## src/rtl/alu_seq.sv

```systemverilog
// alu_seq -- sequential ALU owning the accumulator and the {N,V,C,Z} flags.
//
// Sixteen operations are issued over a valid/ready handshake. All of them
// complete in one cycle except MUL, which runs a WIDTH-iteration shift-add
// multiplier, and HLT, which parks the block until reset.
//
// Ports
//   i_clk      clock, all state updates on the rising edge
//   i_rst      synchronous active-high reset
//   i_valid    operation request
//   i_op_code  4-bit operation code
//   i_alu_in   operand (memory/bus data)
//   o_ready    block can accept an operation this cycle
//   o_done     one-cycle pulse: ACC/flags hold the last accepted result
//   o_alu_out  accumulator register
//   o_flags    {N,V,C,Z} flag register
//   o_halted   sticky halt indicator
module alu_seq #(
   parameter int WIDTH = 8
) (
   input  logic             i_clk,
   input  logic             i_rst,
   input  logic             i_valid,
   input  logic [3:0]       i_op_code,
   input  logic [WIDTH-1:0] i_alu_in,
   output logic             o_ready,
   output logic             o_done,
   output logic [WIDTH-1:0] o_alu_out,
   output logic [3:0]       o_flags,
   output logic             o_halted
);

   localparam int CNT_W = $clog2(WIDTH) + 1;

   localparam logic [3:0] OP_NOP = 4'h0;
   localparam logic [3:0] OP_LDO = 4'h1;
   localparam logic [3:0] OP_LDA = 4'h2;
   localparam logic [3:0] OP_STO = 4'h3;
   localparam logic [3:0] OP_PRE = 4'h4;
   localparam logic [3:0] OP_ADD = 4'h5;
   localparam logic [3:0] OP_LDM = 4'h6;
   localparam logic [3:0] OP_HLT = 4'h7;
   localparam logic [3:0] OP_SUB = 4'h8;
   localparam logic [3:0] OP_AND = 4'h9;
   localparam logic [3:0] OP_OR  = 4'hA;
   localparam logic [3:0] OP_XOR = 4'hB;
   localparam logic [3:0] OP_SHL = 4'hC;
   localparam logic [3:0] OP_SHR = 4'hD;
   localparam logic [3:0] OP_MUL = 4'hE;
   localparam logic [3:0] OP_CMP = 4'hF;

   typedef enum logic [1:0] {
      ST_IDLE = 2'd0,
      ST_MUL  = 2'd1,
      ST_HALT = 2'd2
   } state_t;

   state_t               state_r,  state_nxt_s;
   logic [WIDTH-1:0]     acc_r,    acc_nxt_s;
   logic [3:0]           flags_r,  flags_nxt_s;
   logic                 done_r,   done_nxt_s;
   logic                 ready_r,  ready_nxt_s;
   logic                 halted_r, halted_nxt_s;
   logic [2*WIDTH-1:0]   mcand_r,  mcand_nxt_s;
   logic [WIDTH-1:0]     mplier_r, mplier_nxt_s;
   logic [2*WIDTH-1:0]   prod_r,   prod_nxt_s;
   logic [CNT_W-1:0]     cnt_r,    cnt_nxt_s;

   logic [WIDTH:0]       add_full_s;
   logic                 add_v_s;
   logic [WIDTH-1:0]     diff_s;
   logic                 borrow_s;
   logic                 sub_v_s;
   logic [2*WIDTH-1:0]   partial_s;

   // Pack a result plus carry/overflow into {N,V,C,Z}.
   function automatic logic [3:0] make_flags(input logic [WIDTH-1:0] res,
                                             input logic c, input logic v);
      return {res[WIDTH-1], v, c, (res == {WIDTH{1'b0}})};
   endfunction

   // Shared arithmetic: adder, subtractor and one multiplier iteration.
   always_comb begin
      add_full_s = {1'b0, acc_r} + {1'b0, i_alu_in};
      // Overflow when operands share a sign that the sum does not.
      add_v_s    = (acc_r[WIDTH-1] == i_alu_in[WIDTH-1]) &&
                   (add_full_s[WIDTH-1] != acc_r[WIDTH-1]);
      diff_s     = acc_r - i_alu_in;
      borrow_s   = (acc_r < i_alu_in);
      // Overflow when operand signs differ and the difference flips ACC's sign.
      sub_v_s    = (acc_r[WIDTH-1] != i_alu_in[WIDTH-1]) &&
                   (diff_s[WIDTH-1] != acc_r[WIDTH-1]);
      partial_s  = prod_r + (mplier_r[0] ? mcand_r : {(2*WIDTH){1'b0}});
   end

   // Next-state, datapath and output decode.
   always_comb begin
      state_nxt_s  = state_r;
      acc_nxt_s    = acc_r;
      flags_nxt_s  = flags_r;
      done_nxt_s   = 1'b0;
      mcand_nxt_s  = mcand_r;
      mplier_nxt_s = mplier_r;
      prod_nxt_s   = prod_r;
      cnt_nxt_s    = cnt_r;

      case (state_r)
         ST_IDLE: begin
            if (i_valid && ready_r) begin
               done_nxt_s = 1'b1;
               case (i_op_code)
                  OP_NOP, OP_STO, OP_LDM: begin
                     acc_nxt_s = acc_r;
                  end
                  OP_LDO, OP_LDA, OP_PRE: begin
                     acc_nxt_s   = i_alu_in;
                     flags_nxt_s = make_flags(i_alu_in, flags_r[1], flags_r[2]);
                  end
                  OP_ADD: begin
                     acc_nxt_s   = add_full_s[WIDTH-1:0];
                     flags_nxt_s = make_flags(add_full_s[WIDTH-1:0],
                                              add_full_s[WIDTH], add_v_s);
                  end
                  OP_HLT: begin
                     state_nxt_s = ST_HALT;
                  end
                  OP_SUB: begin
                     acc_nxt_s   = diff_s;
                     flags_nxt_s = make_flags(diff_s, borrow_s, sub_v_s);
                  end
                  OP_AND: begin
                     acc_nxt_s   = acc_r & i_alu_in;
                     flags_nxt_s = make_flags(acc_r & i_alu_in, 1'b0, 1'b0);
                  end
                  OP_OR: begin
                     acc_nxt_s   = acc_r | i_alu_in;
                     flags_nxt_s = make_flags(acc_r | i_alu_in, 1'b0, 1'b0);
                  end
                  OP_XOR: begin
                     acc_nxt_s   = acc_r ^ i_alu_in;
                     flags_nxt_s = make_flags(acc_r ^ i_alu_in, 1'b0, 1'b0);
                  end
                  OP_SHL: begin
                     acc_nxt_s   = {acc_r[WIDTH-2:0], 1'b0};
                     flags_nxt_s = make_flags({acc_r[WIDTH-2:0], 1'b0},
                                              acc_r[WIDTH-1], 1'b0);
                  end
                  OP_SHR: begin
                     acc_nxt_s   = {1'b0, acc_r[WIDTH-1:1]};
                     flags_nxt_s = make_flags({1'b0, acc_r[WIDTH-1:1]},
                                              acc_r[0], 1'b0);
                  end
                  OP_MUL: begin
                     // Result pulse comes from the final iteration instead.
                     done_nxt_s   = 1'b0;
                     mcand_nxt_s  = {{WIDTH{1'b0}}, acc_r};
                     mplier_nxt_s = i_alu_in;
                     prod_nxt_s   = {(2*WIDTH){1'b0}};
                     cnt_nxt_s    = {CNT_W{1'b0}};
                     state_nxt_s  = ST_MUL;
                  end
                  OP_CMP: begin
                     flags_nxt_s = make_flags(diff_s, borrow_s, sub_v_s);
                  end
                  default: begin
                     acc_nxt_s = acc_r;
                  end
               endcase
            end else begin
               done_nxt_s = 1'b0;
            end
         end
         ST_MUL: begin
            prod_nxt_s   = partial_s;
            mcand_nxt_s  = mcand_r << 1;
            mplier_nxt_s = mplier_r >> 1;
            cnt_nxt_s    = cnt_r + CNT_W'(1);
            // The WIDTH-th iteration writes back straight from the adder.
            if (cnt_r == CNT_W'(WIDTH - 1)) begin
               acc_nxt_s   = partial_s[WIDTH-1:0];
               flags_nxt_s = make_flags(partial_s[WIDTH-1:0],
                                        |partial_s[2*WIDTH-1:WIDTH], 1'b0);
               done_nxt_s  = 1'b1;
               cnt_nxt_s   = {CNT_W{1'b0}};
               state_nxt_s = ST_IDLE;
            end else begin
               state_nxt_s = ST_MUL;
            end
         end
         ST_HALT: begin
            state_nxt_s = ST_HALT;
         end
         default: begin
            state_nxt_s = ST_IDLE;
         end
      endcase

      ready_nxt_s  = (state_nxt_s == ST_IDLE);
      halted_nxt_s = (state_nxt_s == ST_HALT);
   end

   // State and datapath registers with synchronous reset.
   always_ff @(posedge i_clk) begin
      if (i_rst) begin
         state_r  <= ST_IDLE;
         acc_r    <= {WIDTH{1'b0}};
         flags_r  <= 4'b0000;
         done_r   <= 1'b0;
         ready_r  <= 1'b1;
         halted_r <= 1'b0;
         mcand_r  <= {(2*WIDTH){1'b0}};
         mplier_r <= {WIDTH{1'b0}};
         prod_r   <= {(2*WIDTH){1'b0}};
         cnt_r    <= {CNT_W{1'b0}};
      end else begin
         state_r  <= state_nxt_s;
         acc_r    <= acc_nxt_s;
         flags_r  <= flags_nxt_s;
         done_r   <= done_nxt_s;
         ready_r  <= ready_nxt_s;
         halted_r <= halted_nxt_s;
         mcand_r  <= mcand_nxt_s;
         mplier_r <= mplier_nxt_s;
         prod_r   <= prod_nxt_s;
         cnt_r    <= cnt_nxt_s;
      end
   end

   assign o_ready   = ready_r;
   assign o_done    = done_r;
   assign o_alu_out = acc_r;
   assign o_flags   = flags_r;
   assign o_halted  = halted_r;

endmodule

```

## config.mk

```make
export PLATFORM = sky130hd
export DESIGN_NAME = alu_seq
export DESIGN_NICKNAME = d
export VERILOG_FILES = /design/src/rtl/alu_seq.sv
export SDC_FILE = /design/constraint.sdc
export NUM_CORES = 1
export LEC_CHECK = 0
export CAP_MARGIN = 10
export CORE_ASPECT_RATIO = 1.5
export CORE_MARGIN = 8
export CORE_UTILIZATION = 30
export CTS_BUF_LIST = sky130_fd_sc_hd__clkbuf_8
export DETAILED_ROUTE_END_ITERATION = 10
export PLACE_DENSITY = 0.51
export SYNTH_ARGS = -nofsm -noshare
export SYNTH_HDL_FRONTEND = slang
export SYNTH_SLANG_ARGS = --single-unit
```

## constraint.sdc

```tcl
create_clock -name i_clk -period 5.2 [get_ports i_clk]
set_input_delay 1.04 -clock i_clk [delete_from_list [all_inputs] [get_ports i_clk]]
set_output_delay 1.04 -clock i_clk [all_outputs]
set_load 0.1 [all_outputs]
```

# After elaboration in Yosys (flattened, before gate mapping)
# Cells that the tools add are included.
# op_classes
add_sub_neg	4
n_lt_le_gt_ge	1
n_eq_ne	28
n_bitwise	3
reduce_logical	22
mux	30
# op_table
cell	n
$mux W16	5
$pmux W16 S2	2
$pmux W8 S8	1
$logic_not A8 Y1	7
$eq A4 B4 Y1 const B	8
$mux W8	4
$pmux W4 S8	1
$pmux W8 S2	2
$mux W4	5
$add A16 B16 Y16	1
$eq A4 B3 Y1 const B	4
$pmux W4 S2	2
$logic_not A7 Y1	2
$add A8 B8 Y9	1
$ne A9 B1 Y1 const B	1
$ne A9 B2 Y1 const B	1
$and A8 B8 Y8	1
$lt A8 B8 Y1	1
$ne A8 B2 Y1 const B	1
$or A8 B8 Y8	1
$reduce_and A4 Y1	2
$reduce_or A8 Y1	1
$sub A8 B8 Y8	1
$xor A8 B8 Y8	1
other kinds (21)	32
# totals
ff_bits	61

# Logic depth before layout (Yosys ltp)
# depth
word_depth	6
depth_mapped	11
depth_no_buf	10

# Least setup slack after synthesis
# OpenSTA, ideal clock, no wires.
# synth_timing
kind	flip-flop to flip-flop
start	register acc_r[1] (netlist: o_alu_out[1])
end	register flags_r[0] (netlist: o_flags[0])
setup_ps	74
stages_incl_launch_ff	10
t_required_ps	5126
arrival_time_ps	3160
period_less_slack_ps	3234
setup_slack_ps	1966
cell_sequence	dfxtp_1 > inv_1 > ha_1 > o21bai_1 > and2_1 > a221oi_2 > o31a_2 > xor2_2 > or4_1 > a31oi_1
# synth_via
elab_chain_cells	5
elab_cells_between_ends	15
classes_between	2 x add/sub; 3 x mux; 3 x bitwise; 7 x reduce/logical
# synth_lines
item	line_no	rtl
start: declaration	59	logic [WIDTH-1:0] acc_r, acc_nxt_s;
start signal: assignment	206	acc_r <= {WIDTH{1'b0}};
start signal: assignment	217	acc_r <= acc_nxt_s;
$sub A8 B8 Y8 (tied with other cells)	88	diff_s = acc_r - i_alu_in;
$logic_not A8 Y1	79	return {res[WIDTH-1], v, c, (res == {WIDTH{1'b0}})};
$pmux W4 S8 *	111	case (i_op_code)
$mux W4 *	109	if (i_valid && ready_r) begin
$pmux W4 S2 *	107	case (state_r)
end signal: assignment	218	flags_r <= flags_nxt_s;
end: declaration	60	logic [3:0] flags_r, flags_nxt_s;
# Every way passes the cells marked *; elsewhere a longest branch is shown, timed or not. The select of a mux whose other input is x is not followed.
# A chain may end at the register's enable or synchronous reset.

# Worst setup path in the final report
# layout_timing
start	input i_op_code[2]
end	register flags_r[0] (netlist: o_flags[0])
# layout_via
elab_chain_cells	5
elab_cells_between_ends	18
classes_between	12 x eq/ne; 3 x mux; 3 x reduce/logical
# layout_lines
item	line_no	rtl
start: declaration	24	input logic [3:0] i_op_code,
$eq A4 B1 Y1 (tied with other cells)	111	
$reduce_or A3 Y1 / $reduce_or A2 Y1 (equally long branches)	--	
$pmux W4 S8	111	
$mux W4	109	
$pmux W4 S2	107	
# Parallel ways exist; a longest one is shown, timed or not. The select of a mux whose other input is x is not followed.

==> flow_results.org <==
** Outcome
- Run status :: finished clean

** Worst setup path
- Endpoint kind of the worst setup timing path :: flop
- Data on the critical path arrives at its endpoint at approximately 4 ns.
- Kind of launch point of the worst setup path :: primary input
- Grouping stages by cell kind, the critical path spends the most delay in simple AND/OR/NAND/NOR gates.
- Worst Path Class, Setup :: primary input to flop
- The largest single stage delay on the critical path is roughly 0.84 ns.
- Cells along the critical path :: clkdlybuf4s50_1 -> nor4b_4 -> a31o_4 -> nand3_1 -> nor3_1 -> nand3b_1 -> or4_1 -> a31oi_1
- Cell with the largest stage delay on the worst path :: sky130_fd_sc_hd__nor4b_4
- For the worst setup path, the data required time is around 5.5 ns.
- Crit-path max FO :: 20
- Counting both buffers and inverters, the worst setup path holds a total of 1.

** STA
- After routing, the total negative slack on setup checks comes to 0 ns.
- Worst slew margin relative to its limit :: approximately 34%
- At the pin with the least slew margin, the transition time is 0.9930 ns.
- Setup repair after global routing left no endpoint under its margin.
- Portion of the clock cycle consumed by the worst path in the final layout :: a little under three quarters
- Final Setup Violations :: 0
- Final hold slack :: between 0.4 and 0.5 ns
- The number of hold violations in the final report came to 0.
- In the post-route analysis, the smallest setup slack over all paths is between 1 and 1.5 ns.
- The clock period could shrink to between 3 and 4 ns.
- The max-slew violation count is 0.
- Maximum frequency from static timing analysis :: around 270 MHz
- Final worst clock skew :: roughly 0.0062 ns

** Clock tree
- CTS built an H-tree with a depth of 3.
- Counting every sink on the clock net gives just over 60.
- Setup fix buffers added after clock tree synthesis :: 0
- Clock tree synthesis selected as its root buffer the cell sky130_fd_sc_hd__clkbuf_8.
- TritonCTS built the clock tree.
- Maximum clock insertion buffer count :: 2
- Post-cts sizing count :: 0
- Number of buffers created by CTS :: 9
- Insertion delay to the later sink of the worst-skew pair :: between 0.3 and 0.4 ns
- Number of hold buffers added after CTS :: 0
- After clock tree synthesis, the clock-pin slew on the worst setup and hold paths is about 0.070 ns.

** Drt
- Remaining DRCs :: 0
- DRT antenna net count :: 0
- The first TritonRoute pass finished after 5 iterations.
- Initial drt markers :: ~370
- Wires add up to about 19,000 um.
- The final route contains roughly 5,300 vias.
- Dividing the detail-routed via count by the number of cells gives approximately 5.8.
- After detailed routing, the average wire length per cell comes to around 21 um.

** Synthesis
- Synth Area in Adders :: a little over a tenth
- XOR/XNOR share of the synthesized area :: under 10%
- Fraction of registers with async set or reset after synthesis :: 0%
- Post-synth net total :: approximately 740
- Complex-gate fraction of the synthesized area :: between 20% and 30%
- Multiplexer cells account for 2.193% of the synthesized area.
- Mapped cell area :: just over 5000 um2
- Area fraction in and, or, nand and nor cells after synthesis :: 26.17%
- Mean instance size in the synthesized netlist :: around 7.5 um2
- After synthesis the netlist holds a flip-flop and latch count of roughly 60.
- For this run, the number of Yosys warnings is 0.
- By area, the combinational part of the netlist is dominated by compound AO/OA/AOI/OAI gates.
- The share of the Yosys chip area taken by registers is between 20% and 30%.
- Cell count after synthesis :: about 680
- In this run, distinct cell masters in the synthesized netlist total 75.
- In the synthesized netlist the dominant register cell turns out to be sky130_fd_sc_hd__dfxtp_1.
- The synthesized design contains 0 enable-type register cells.

** Job
- Max-cap viol count :: 0

** Place
- At the placement stage, the worst setup path has a slack of approximately 1.1 ns.
- In this run the cell area measured after placement is ~5600 um2.
- The number of placed instances, taps included, is just under 900.
- At the end of routability-driven placement, the weighted congestion stood at between 0.9 and 1.
- Port buffering added 29 buffers.
- Estimated wirelength of the detail-placed design :: 14,740 um

** Finish
- From synthesis to final layout, the design area changed by 12.77%.
- Final cell count without fillers :: slightly above 900
- Of the cells placed in the final design, the portion with a size suffix greater than 1 is 7.296%.
- Final antenna diode count :: 0
- Final Net Count :: 752
- After routing the design area is a little under 6000 um2.

** Global route
- Global routing consumed, on the met2 layer, between 30 and 40% of the routing resources.
- For this run, global-route usage on met1 was measured as about a fifth.
- The number of global-route vias before repair is between 5,000 and 6,000.
- For this run the aggregate overflow at the end of global routing stands at 0.
- Met3 Usage GRT :: between 2 and 2.5%
- The first global-routing pass estimated 30,480 um of wire.
- Busiest layer in global routing :: met2
- Antenna violations before repair :: 0
- Maximum number of pins on one net before global-route repair :: 53
- Global routing consumed, over all layers together, roughly 18% of the routing resources.

** Power and ir drop
- Summed over all nets, the switching power comes to 0.5038 mW.
- Sequential cells account for a little under two fifths of the total power.
- In this run the power density over the cells is approximately 230 nW/um2.
- Relative contribution of combinational cells to total power :: 28.8%
- The internal portion of the total power is roughly 0.83 mW.
- Across the VDD grid, the largest voltage drop is approximately 130 uV.
- Net Sw Frac :: roughly 38%
- Per report_power, the clock group accounts for ~33% of the total.
- The analysis attributes to cell leakage a power of 2.251 nW.

** Floorplanning
- The floorplan step defined a core boundary enclosing 16,760 um2.
- For this design the top-level I/O count stands at 30.
- Die span in y :: around 180 um
- For this configuration, the core starts out at a cell density of between 30 and 40%.
- Count of standard-cell rows :: slightly below 60
- Die Area :: approximately 22,000 um2
- Die width :: ~120 um

** Hold path
- Hold Crit Class :: flop to flop
==> cell families (layout without fill, tap and decap cells) <==
group / count (synthesis) / in the layout
AOI/OAI and AO/OA: 205 / 205
xor gates and xnor gates: 22 / 22
adders and majority gates: 43 / 43
buffers and inverters: 68 / 84
DFF: 61 / 61
muxes: 11 / 11
and+or+nand+nor: 273 / 273
==> final timing paths <==
| check | from | end | slack, ns | cells after the start |
|---|---|---|---|---|
| worst min-delay path | prod_r[5]$_SDFFE_PP0P_ | prod_r[5]$_SDFFE_PP0P_ | 0.47 | 2 |
| worst max register to register | mplier_r[0]$_SDFFE_PP0P_ | o_flags[1]$_SDFFE_PP0P_ | 1.79 | 10 |
| worst min register to register | prod_r[5]$_SDFFE_PP0P_ | prod_r[5]$_SDFFE_PP0P_ | 0.47 | 2 |
| worst max-delay path | i_op_code[2] | o_flags[0]$_SDFFE_PP0P_ | 1.48 | 8 |
==> worst min-delay path, stage by stage (launching register included) <==
cell and delay [ns]:
sky130_fd_sc_hd__dfxtp_1 0.32, sky130_fd_sc_hd__nand2_1 0.05, sky130_fd_sc_hd__a21oi_1 0.05
==> metal layers <==
| layer | part of all wire, % | routed length (um) |
|---|---|---|
| met2 | 52 | 10080 |
| met5 | 0 | 0 |
| met4 | 5.9 | 1140 |
| met3 | 2.7 | 535 |
| met1 | 40 | 7726 |
==> power by group through the flow <==
stage / Sequential, mW / Combinational, mW / Clock, mW
3_5_place_dp: 0.521 / 0.378 / 0
2_1_floorplan: 0.574 / 0.203 / 0
3_3_place_gp: 0.521 / 0.383 / 0
4_1_cts: 0.510 / 0.380 / 0.449
5_1_grt: 0.513 / 0.408 / 0.469
6_report: 0.510 / 0.382 / 0.437
==> cell type report <==
cell class	instances	area (um2)
Sequential cell	61	1221
Inverter	28	105.1
Clock buffer	9	123.9
Clock inverter	7	76.32
Multi-Input combinational cell	554	3633
Fill cell	1775	10970
Timing Repair Buffer	40	367.9
Tap cell	210	262.8
==> synthesized netlist by cell type, types with 11 or more instances <==
cell / n / area share, %
sky130_fd_sc_hd__a21o_1: 11 / 1.6
sky130_fd_sc_hd__a21oi_1: 60 / 5.8
sky130_fd_sc_hd__a311oi_1: 17 / 2.9
sky130_fd_sc_hd__and2_1: 21 / 2.6
sky130_fd_sc_hd__clkbuf_1: 23 / 1.7
sky130_fd_sc_hd__dfxtp_1: 61 / 24
sky130_fd_sc_hd__ha_1: 40 / 9.7
sky130_fd_sc_hd__inv_1: 25 / 1.8
sky130_fd_sc_hd__nand2_1: 73 / 5.3
sky130_fd_sc_hd__nand3_1: 28 / 2.7
sky130_fd_sc_hd__nor2_1: 74 / 5.4
sky130_fd_sc_hd__nor3_1: 17 / 1.7
sky130_fd_sc_hd__o21ai_0: 31 / 3.0
sky130_fd_sc_hd__xnor2_1: 12 / 2.0
==> through the flow <==
step	total power [mW]	utilization (%)
3_5_place_dp	0.8988	33.35
6_report	1.330	34.54
5_1_grt	1.390	34.54
4_1_cts	1.339	34.54
3_3_place_gp	0.9041	33.35
2_1_floorplan	0.7766	-
==> cells in the final DEF, fill, tap and decap left out, types with 4 or more instances in the layout <==
master,instances
sky130_fd_sc_hd__and2_1,21
sky130_fd_sc_hd__o21a_1,4
sky130_fd_sc_hd__mux2i_1,9
sky130_fd_sc_hd__nand2_1,73
sky130_fd_sc_hd__inv_1,25
sky130_fd_sc_hd__o21bai_1,4
sky130_fd_sc_hd__or3_1,7
sky130_fd_sc_hd__nand2b_1,8
sky130_fd_sc_hd__a21o_1,11
sky130_fd_sc_hd__or2_2,4
sky130_fd_sc_hd__nor2_1,74
sky130_fd_sc_hd__or4_1,4
sky130_fd_sc_hd__a221o_1,4
sky130_fd_sc_hd__a32oi_1,4
sky130_fd_sc_hd__o21ai_0,31
sky130_fd_sc_hd__xnor2_1,12
sky130_fd_sc_hd__nand3b_1,6
sky130_fd_sc_hd__a21oi_1,60
sky130_fd_sc_hd__ha_1,40
sky130_fd_sc_hd__a211oi_1,9
sky130_fd_sc_hd__nand3_1,28
sky130_fd_sc_hd__o211ai_1,4
sky130_fd_sc_hd__nor4_1,8
sky130_fd_sc_hd__nand4_1,5
sky130_fd_sc_hd__nor3_1,17
sky130_fd_sc_hd__a2111oi_0,8
sky130_fd_sc_hd__a311oi_1,17
sky130_fd_sc_hd__clkbuf_8,9
sky130_fd_sc_hd__a31oi_1,6
sky130_fd_sc_hd__buf_4,11
sky130_fd_sc_hd__o32ai_1,4
sky130_fd_sc_hd__dfxtp_1,61
sky130_fd_sc_hd__xor2_1,9
sky130_fd_sc_hd__a22oi_1,6
sky130_fd_sc_hd__clkdlybuf4s50_1,28
==> flip-flops by register name (all words and copies together), names as in the netlist <==
register	count
mcand_r	16
prod_r	16
o_ready	1
state_r	2
o_halted	1
o_done	1
o_alu_out	8
mplier_r	8
o_flags	4
cnt_r	4
Power figures use the tool's default switching activity.
